===== src/rtl/sum_acc_pkg.sv =====
// Shared types and default widths for the adder-sum accumulator.
// FSM encodings are plain localparams so legacy tools can consume them too.
package sum_acc_pkg;

   localparam int IN_W_DEF  = 5;
   localparam int ACC_W_DEF = 12;

   localparam logic [1:0] S_IDLE  = 2'd0;
   localparam logic [1:0] S_ACCUM = 2'd1;
   localparam logic [1:0] S_HOLD  = 2'd2;

   typedef enum logic [1:0] {
      IDLE  = S_IDLE,
      ACCUM = S_ACCUM,
      HOLD  = S_HOLD
   } state_e;

endpackage


===== src/rtl/rca_sum_accumulator_if.sv =====
// Sample-in / frame-total-out handshake bundle of the sum accumulator.
interface rca_sum_accumulator_if #(
   parameter int IN_W  = 5,
   parameter int ACC_W = 12
);
   logic [IN_W-1:0]  in_sum;
   logic             in_valid;
   logic             in_ready;
   logic [ACC_W-1:0] out_acc;
   logic             out_valid;
   logic             out_ready;
   logic             out_ovf;

   modport slave (
      input  in_sum, in_valid, out_ready,
      output in_ready, out_acc, out_valid, out_ovf
   );

   modport master (
      output in_sum, in_valid, out_ready,
      input  in_ready, out_acc, out_valid, out_ovf
   );
endinterface


===== src/rtl/sum_acc_ctrl.sv =====
// Frame FSM and sample counter; emits load/accumulate/clear strobes to the datapath.
module sum_acc_ctrl
   import sum_acc_pkg::*;
#(
   parameter int NUM_SAMPLES = 8,
   parameter int CNT_W       = 8
) (
   input  logic clk,
   input  logic rst,
   input  logic in_valid_i,
   input  logic out_ready_i,
   output logic in_ready_o,
   output logic out_valid_o,
   output logic busy_o,
   output logic load_o,
   output logic accum_o,
   output logic clear_o
);

   localparam logic [CNT_W-1:0] LAST_CNT = CNT_W'(NUM_SAMPLES - 1);

   logic [1:0]       state_q, state_d;
   logic [CNT_W-1:0] cnt_q, cnt_d;

   always_comb begin
      state_d     = state_q;
      cnt_d       = cnt_q;
      in_ready_o  = 1'b0;
      out_valid_o = 1'b0;
      load_o      = 1'b0;
      accum_o     = 1'b0;
      clear_o     = 1'b0;
      case (state_q)
         S_IDLE: begin
            in_ready_o = 1'b1;
            if (in_valid_i) begin
               load_o  = 1'b1;
               cnt_d   = CNT_W'(1);
               state_d = S_ACCUM;
            end
         end
         S_ACCUM: begin
            in_ready_o = 1'b1;
            if (in_valid_i) begin
               accum_o = 1'b1;
               cnt_d   = cnt_q + 1'b1;
               // cnt counts samples already taken, so this edge takes the final one
               if (cnt_q == LAST_CNT) state_d = S_HOLD;
            end
         end
         S_HOLD: begin
            out_valid_o = 1'b1;
            if (out_ready_i) begin
               clear_o = 1'b1;
               cnt_d   = '0;
               state_d = S_IDLE;
            end
         end
         default: state_d = S_IDLE;
      endcase
   end

   assign busy_o = (state_q != S_IDLE);

   always_ff @(posedge clk or posedge rst) begin
      if (rst) begin
         state_q <= S_IDLE;
         cnt_q   <= '0;
      end else begin
         state_q <= state_d;
         cnt_q   <= cnt_d;
      end
   end

endmodule


===== src/rtl/rca_sum_accumulator.sv =====
// Accumulates NUM_SAMPLES adder sums per frame and hands out the total with an overflow flag.
// Build option SUM_ACC_SAT_EN: saturate the total at all-ones instead of wrapping.
module rca_sum_accumulator
   import sum_acc_pkg::*;
#(
   parameter int IN_W        = IN_W_DEF,
   parameter int ACC_W       = ACC_W_DEF,
   parameter int NUM_SAMPLES = 8,
   parameter int CNT_W       = 8
) (
   input  logic                  clk,
   input  logic                  rst,
   rca_sum_accumulator_if.slave  bus,
   output logic                  busy
);

   logic             load, accum, clear;
   logic [ACC_W-1:0] acc_q, acc_d;
   logic             ovf_q, ovf_d;
   logic [ACC_W:0]   sum_w;
   logic             carry;

   sum_acc_ctrl #(
      .NUM_SAMPLES (NUM_SAMPLES),
      .CNT_W       (CNT_W)
   ) u_ctrl (
      .clk         (clk),
      .rst         (rst),
      .in_valid_i  (bus.in_valid),
      .out_ready_i (bus.out_ready),
      .in_ready_o  (bus.in_ready),
      .out_valid_o (bus.out_valid),
      .busy_o      (busy),
      .load_o      (load),
      .accum_o     (accum),
      .clear_o     (clear)
   );

   assign sum_w = {1'b0, acc_q} + (ACC_W+1)'(bus.in_sum);
   assign carry = sum_w[ACC_W];

   // in_sum is only looked at under a strobe, so X on an idle bus never reaches state
   always_comb begin
      acc_d = acc_q;
      ovf_d = ovf_q;
      if (load) begin
         acc_d = ACC_W'(bus.in_sum);
         ovf_d = 1'b0;
      end else if (accum) begin
`ifdef SUM_ACC_SAT_EN
         acc_d = carry ? {ACC_W{1'b1}} : sum_w[ACC_W-1:0];
`else
         acc_d = sum_w[ACC_W-1:0];
`endif
         ovf_d = ovf_q | carry;
      end else if (clear) begin
         acc_d = '0;
         ovf_d = 1'b0;
      end
   end

   always_ff @(posedge clk or posedge rst) begin
      if (rst) begin
         acc_q <= '0;
         ovf_q <= 1'b0;
      end else begin
         acc_q <= acc_d;
         ovf_q <= ovf_d;
      end
   end

   assign bus.out_acc = acc_q;
   assign bus.out_ovf = ovf_q;

endmodule


===== src/flat_wrapper.sv =====
// flat-port wrapper written by rule: the top's interface ports become plain ports
module rca_sum_accumulator_flat import sum_acc_pkg::*;
#(
   parameter int IN_W        = IN_W_DEF,
   parameter int ACC_W       = ACC_W_DEF,
   parameter int NUM_SAMPLES = 8,
   parameter int CNT_W       = 8
)
  (clk, rst, busy, bus_in_sum, bus_in_valid, bus_out_ready, bus_in_ready, bus_out_acc, bus_out_valid, bus_out_ovf);
  rca_sum_accumulator_if #(.IN_W(IN_W), .ACC_W(ACC_W)) bus_i ();
  input  logic clk;
  input  logic rst;
  output logic busy;
  input wire logic [$bits(bus_i.in_sum)-1:0] bus_in_sum;
  input wire logic [$bits(bus_i.in_valid)-1:0] bus_in_valid;
  input wire logic [$bits(bus_i.out_ready)-1:0] bus_out_ready;
  output wire logic [$bits(bus_i.in_ready)-1:0] bus_in_ready;
  output wire logic [$bits(bus_i.out_acc)-1:0] bus_out_acc;
  output wire logic [$bits(bus_i.out_valid)-1:0] bus_out_valid;
  output wire logic [$bits(bus_i.out_ovf)-1:0] bus_out_ovf;
  assign bus_i.in_sum = bus_in_sum;
  assign bus_i.in_valid = bus_in_valid;
  assign bus_i.out_ready = bus_out_ready;
  assign bus_in_ready = bus_i.in_ready;
  assign bus_out_acc = bus_i.out_acc;
  assign bus_out_valid = bus_i.out_valid;
  assign bus_out_ovf = bus_i.out_ovf;
  rca_sum_accumulator #(.IN_W(IN_W), .ACC_W(ACC_W), .NUM_SAMPLES(NUM_SAMPLES), .CNT_W(CNT_W)) u_core (.clk(clk), .rst(rst), .bus(bus_i), .busy(busy));
endmodule

===== config.mk =====
export PLATFORM = sky130hd
export DESIGN_NAME = rca_sum_accumulator_flat
export DESIGN_NICKNAME = d
export VERILOG_FILES = /design/src/rtl/sum_acc_pkg.sv /design/src/rtl/rca_sum_accumulator_if.sv /design/src/rtl/sum_acc_ctrl.sv /design/src/rtl/rca_sum_accumulator.sv /design/src/flat_wrapper.sv
export SDC_FILE = /design/constraint.sdc
export NUM_CORES = 1
export LEC_CHECK = 0
export ABC_AREA = 0
export BUFFER_PORTS_ARGS = -buffer_cell sky130_fd_sc_hd__buf_4
export CORE_MARGIN = 2
export CORE_UTILIZATION = 30
export CTS_CLUSTER_SIZE = 24
export DETAILED_ROUTE_END_ITERATION = 8
export SLEW_MARGIN = 10
export SYNTH_ARGS = -nofsm -noshare
export SYNTH_HDL_FRONTEND = slang
export SYNTH_SLANG_ARGS = --single-unit

===== constraint.sdc =====
create_clock -name clk -period 4.4 [get_ports clk]
set_input_delay 0 -clock clk [delete_from_list [all_inputs] [get_ports clk]]
set_output_delay 0 -clock clk [all_outputs]
set_load 0.03 [all_outputs]

; ---- Word level (Yosys, flattened, before mapping)
; Cells that the tools add are included.
[classes]
addsub = 2
n_mul = 0
div_mod_pow = 0
order_cmp = 0
eq_ne = 7
shift = 0
muxes = 22
bitwise_logic = 1
reduce_logical = 7
[ops]
columns = operator, count
row1 = 12-bit 2-to-1 mux, 3
row2 = 8-bit 2-to-1 mux, 3
row3 = 8-bit one-hot mux with 3 select lines, 1
row4 = 12-bit by 5-bit adder with 13-bit output, 1
row5 = 1-bit 2-to-1 mux, 10
row6 = "8-bit by 1-bit adder with 8-bit output, second input constant", 1
row7 = "8-bit by 3-bit == test with 1-bit output, second input constant", 1
row8 = 2-bit 2-to-1 mux, 4
row9 = "2-bit != test, second input constant", 4
row10 = 4-bit AND reduction, 2
row11 = 2-bit one-hot mux with 3 select lines, 1
row12 = 3-bit nonzero test, 2
row13 = "2-bit by 1-bit == test with 1-bit output, second input constant", 1
row14 = "2-bit == test, second input constant", 1
row15 = 2-bit zero test, 1
row16 = 2-bit nonzero test, 1
row17 = 2-bit OR reduction, 1
row18 = 1-bit bitwise OR, 1
[word_totals]
ff_bits = 23
latchBits = 0
mem_bits_rw = 0
rom_bits = 0
in_bits = 9
out_inout_bits = 16
word_cells = 43
memories = 0

; ---- Longest topological paths before layout
[logic_depth]
depth_word = 5
ltp_mapped = 8
mapped_depth_nobuf = 6

; ---- By module
; A second synthesis with hierarchy kept.
[hier_totals]
hier_cells = 166
hier_area_um2 = 1519.0
[by_module_without_submodules]
columns = mod, instances, cells_each, area_per_inst_um2, seq_area_each_um2
row1 = rca_sum_accumulator, 1, 88, 863.3, 325.3
row2 = sum_acc_ctrl, 1, 78, 655.6, 250.2

; ---- Worst setup path after synthesis
; OpenSTA, ideal clock, no wires.
[synth_path]
kind = reg-to-reg
from = reg u_core.u_ctrl.state_q[0]
to = reg u_core.u_ctrl.cnt_q[6]
setup_ps = 78
t_arrival_ps = 2019
required_time_ps = 4322
setup_slack_ps = 2304
stages_incl_launch_ff = 8
path_buffers = 1
synth_period_minus_slack_ps = 2096
path_cell_list = dfrtp_1 inv_1 ha_1 nor2b_1 or3_1 clkbuf_2 or4_1 a21oi_1
[synth_via]
elab_chain_cells = 3
word_cells_on_any_way = 9
classes_between = eq/ne: 5 / mux: 1 / reduce/logical: 3
[synth_rtl]
columns = element, line
row1 = start: declaration, sum_acc_ctrl.sv:22  ; logic [1:0] state_q, state_d;
row2 = start signal: assignment, sum_acc_ctrl.sv:70  ; state_q <= state_d;
row3 = 2-bit == test (tied with other cells), sum_acc_ctrl.sv:33  ; case (state_q)
row4 = 2-bit != test (no source line) or 3-bit nonzero test (tied branches), -
row5 = 4-bit AND reduction (no source line), -
row6 = end signal: assignment, sum_acc_ctrl.sv:71  ; cnt_q <= cnt_d;
row7 = end: declaration, sum_acc_ctrl.sv:23  ; logic [CNT_W-1:0] cnt_q, cnt_d;
; Several ways; a longest one is shown, not always the timed one.
; A chain may end at the register's enable or synchronous reset.

; ---- Worst setup path in the final report
[layout_path]
from = reg u_core.u_ctrl.state_q[1]
to = reg u_core.acc_q[10] (netlist: u_core.bus.out_acc[10])
[layout_via]
elab_chain_cells = 4
word_cells_on_any_way = 9
classes_between = eq/ne: 2 / mux: 5 / reduce/logical: 2
[layout_rtl]
columns = element, line
row1 = 2-bit by 1-bit == test with 1-bit output, sum_acc_ctrl.sv:33
row2 = 1-bit 2-to-1 mux, sum_acc_ctrl.sv:33
row3 = 12-bit 2-to-1 mux, rca_sum_accumulator.sv:49  ; end else if (accum) begin
row4 = 12-bit 2-to-1 mux, rca_sum_accumulator.sv:46  ; if (load) begin
row5 = end signal: assignment, rca_sum_accumulator.sv:64  ; acc_q <= '0;
row6 = end signal: assignment, rca_sum_accumulator.sv:67  ; acc_q <= acc_d;
row7 = end: declaration, rca_sum_accumulator.sv:18  ; logic [ACC_W-1:0] acc_q, acc_d;
; Several ways; a longest one is shown, not always the timed one.

==> results by group <==
Synth
  – Most used DFF post-synth: dfrtp_1
  – Post-Syn Nets: 173
  – Yosys warns: 0
  – Syn Inst Count: 153
  – Cell Area, Synth: 1468 µm²
  – Post-synth ARST share: 100.0%
  – EDFF count, synth: 0
  – Syn Area/Cell: 9.593 µm²
  – Seq/Total Area, Yosys: 39.22%
  – Synthesized flop and latch total: 23
  – Library cells used by synthesis: 49

Critical path
  – Worst setup EP type: flop
  – Worst EP required: 4590 ps
  – Critical path class: flop to flop
  – Arr. time, crit path: 2620 ps
  – Crit path max fanout: 15
  – Kind of start point of the critical path: flop

Pwr
  – Cell Int Power: 0.5237 mW
  – Worst vdd rail ir drop: 203.3 µV
  – Logic pwr share: 52.9%
  – Power Total: 0.9594 mW
  – Power density over the cells: 530.3 nW/µm²
  – Leakage power: 0.8149 nW
  – NetSw: 0.4356 mW
  – Clock power frac: 14.4%
  – Switching share of power: 45.41%
  – Sequential group share of total power: 32.7%

CTS
  – CTS H-Tree Depth: 1
  – Clk_lat worst skew: 270 ps
  – Clock tree from TritonCTS: built
  – Setup bufs post-CTS: 0
  – Post-CTS sizing: 0
  – CTS Buffer Depth: 2
  – Clock root cell: clkbuf_8
  – Clock transition at the registers of the reported paths: 90 ps
  – TritonCTS Buffers: 3
  – Clock sinks: 23

Placement
  – Setup WS pre-CTS: 1919 ps
  – PortBufs: 24
  – Placed Cells: 240
  – Detailed placer's ending HPWL: 2299 µm
  – GP Congestion: 0.7545

Route
  – WL/cell: 12.86 µm
  – Drt first pass iters: 4
  – Initial drt markers: 62
  – DRC Markers: 0
  – Routed WL: 3202 µm
  – Drt via density: 5.124
  – Post-route ant nets: 0
  – Routed vias: 1,276

STA
  – Slew Viols, Final: 0
  – Layout Skew: 7.394 ps
  – Min Tclk post-route: 2432 ps
  – Slew of the pin with the lowest slew margin: 1141 ps
  – Fmax: 0.4112 GHz
  – WHS: 33.35 ps
  – Setup TNS: 0 ps
  – Final worst path period share: 55.27%
  – Final worst setup slack: 1968 ps
  – Final setup violation count: 0
  – RSZ-0062 raised after global routing: false
  – Rel. slew slack: 23.90%
  – Final hold vios: 0

Die
  – Cell row count: 25
  – Starting Density: 31.07%
  – I/O pin total: 25
  – Width of the die: 73.95 µm
  – Total die area: 5468 µm²
  – Core Area: 4723 µm²
  – Die Span Y: 73.95 µm

Run
  – Max_cap viols: 0

Layout
  – Total area of sequential cells: 575.6 µm²
  – # fillers: 480
  – Area growth syn-to-layout: 23.27%
  – Diode count: 0
  – Net count, final: 203
  – Finished Layout Cells: 249
  – Multi-input gate area: 843.3 µm²
  – Layout cell share with drive strength beyond 1: 19.78%

Min path
  – HP Class: primary input to flop

Global routing
  – Overflow after GRT: 0
  – First-pass GRT wire length: 5533 µm
  – Total GRT Usage: 12.83%
  – Vias in the first global route: 1,181
  – Largest net degree at the start of global routing: 24
  – Initial antenna violation count: 0

Outcome
  – Status: finished, final reports clean
==> final cells by class <==
type,instances,share of cell area (%)
timing repair buffer,29,12.72
clock inverter,1,0.2766
inverter,8,1.660
multi-input combinational,118,46.61
tap,67,4.633
sequential,23,31.81
clock buffer,3,2.282
==> layer usage <==
metal	wire, µm	part of all wire (%)	GRT usage (%)	vias up
met1	1569	49	17.24	603
met2	1488	46	21.13	26
met3	126	3.9	3.252	2
li1	-	-	-	645
met4	18	0.56	2.424	0
met5	0	0	0	-
==> cells in the mapped netlist, types with 2 or more instances <==
| master | n | area [µm²] |
|---|---|---|
| dfrtp_1 | 23 | 575.6 |
| nand2_1 | 14 | 52.55 |
| o21ai_0 | 11 | 55.05 |
| ha_1 | 10 | 125.1 |
| a21oi_1 | 8 | 40.04 |
| inv_1 | 8 | 30.03 |
| nand3_1 | 8 | 40.04 |
| or4_1 | 5 | 37.54 |
| xor2_1 | 5 | 43.79 |
| o211ai_1 | 4 | 30.03 |
| a22oi_1 | 3 | 22.52 |
| and2_1 | 3 | 18.77 |
| nand4_1 | 3 | 18.77 |
| nor2_1 | 3 | 11.26 |
| o31ai_1 | 3 | 22.52 |
| or3_1 | 3 | 18.77 |
| a222oi_1 | 2 | 20.02 |
| and3_1 | 2 | 12.51 |
| buf_2 | 2 | 10.01 |
| nand4b_1 | 2 | 17.52 |
| nor3b_1 | 2 | 15.01 |
| or2_2 | 2 | 12.51 |
==> logic make-up after synthesis <==
| logic type | Yosys count | synth area share, % |
|---|---|---|
| mux | 1 | 0.6820 |
| flops | 23 | 39.22 |
| fa+ha+maj | 11 | 9.889 |
| simple gates | 57 | 23.10 |
| xor+xnor | 6 | 3.581 |
| compound gates | 43 | 20.21 |
| buf+inv | 12 | 3.324 |
==> power groups by stage <==
stage,Clock (mW),Sequential (mW),Combinational [mW]
global placement,0,0.317,0.506
floorplan,0,0.366,0.319
detailed placement,0,0.318,0.508
CTS,0.144,0.314,0.511
finish,0.139,0.314,0.507
global route,0.152,0.324,0.569
==> placed cells by master (no fill, tap or decap), types with 2 or more instances in the layout <==
master and count:
a21oi_1 8, a222oi_1 2, a22oi_1 3, and2_1 3, and3_1 2, buf_4 24
clkbuf_8 3, dfrtp_1 23, dlygate4sd3_1 5, ha_1 10, inv_1 8, nand2_1 14
nand3_1 8, nand4_1 3, nand4b_1 2, nor2_1 3, nor3b_1 2, o211ai_1 4
o21ai_0 11, o31ai_1 3, or2_2 2, or3_1 3, or4_1 5, xor2_1 5
==> sequential cells by signal, summed over array words and instances (netlist names) <==
register	cells
u_core.bus.out_acc	12
u_core.bus.out_ovf	1
u_core.u_ctrl.cnt_q	8
u_core.u_ctrl.state_q	2
==> worst max-delay path: stages (launching register included) <==
cell	delay (ps)
dfrtp_1	390
inv_1	80
ha_1	300
or2_2	330
a22oi_1	860
o21ai_0	200
o21ai_0	200
==> final timing paths <==
path | cells after the start | startpoint | slack [ps] | endpoint
setup / recovery | 6 | u_core.u_ctrl.state_q[1] | 1970 | u_core.bus.out_acc[10]
hold / removal | 3 | bus_in_sum[2] | 30 | u_core.bus.out_acc[2]
setup reg to reg | 6 | u_core.u_ctrl.state_q[1] | 1970 | u_core.bus.out_acc[10]
hold reg to reg | 2 | u_core.u_ctrl.cnt_q[1] | 540 | u_core.u_ctrl.cnt_q[1]
max in group asynchronous | 3 | rst | 3340 | u_core.u_ctrl.state_q[1]
min in group asynchronous | 3 | rst | 480 | u_core.bus.out_acc[0]
==> repair_timing <==
item,in CTS,in global routing
hold endpoints to repair,27,0
endpoints found under the setup margin,0,0
hold buffers,5,0
==> metrics by stage <==
| step | utilization, % | cell area, µm² |
|---|---|---|
| 3_3_place_gp | 36.26 | 1713 |
| 2_1_floorplan | - | 1468 |
| 4_1_cts | 38.30 | 1809 |
| 5_1_grt | 38.30 | 1809 |
| 6_report | 38.30 | 1809 |
| 3_5_place_dp | 36.26 | 1713 |
No activity file was read; power rests on OpenSTA's default activity.
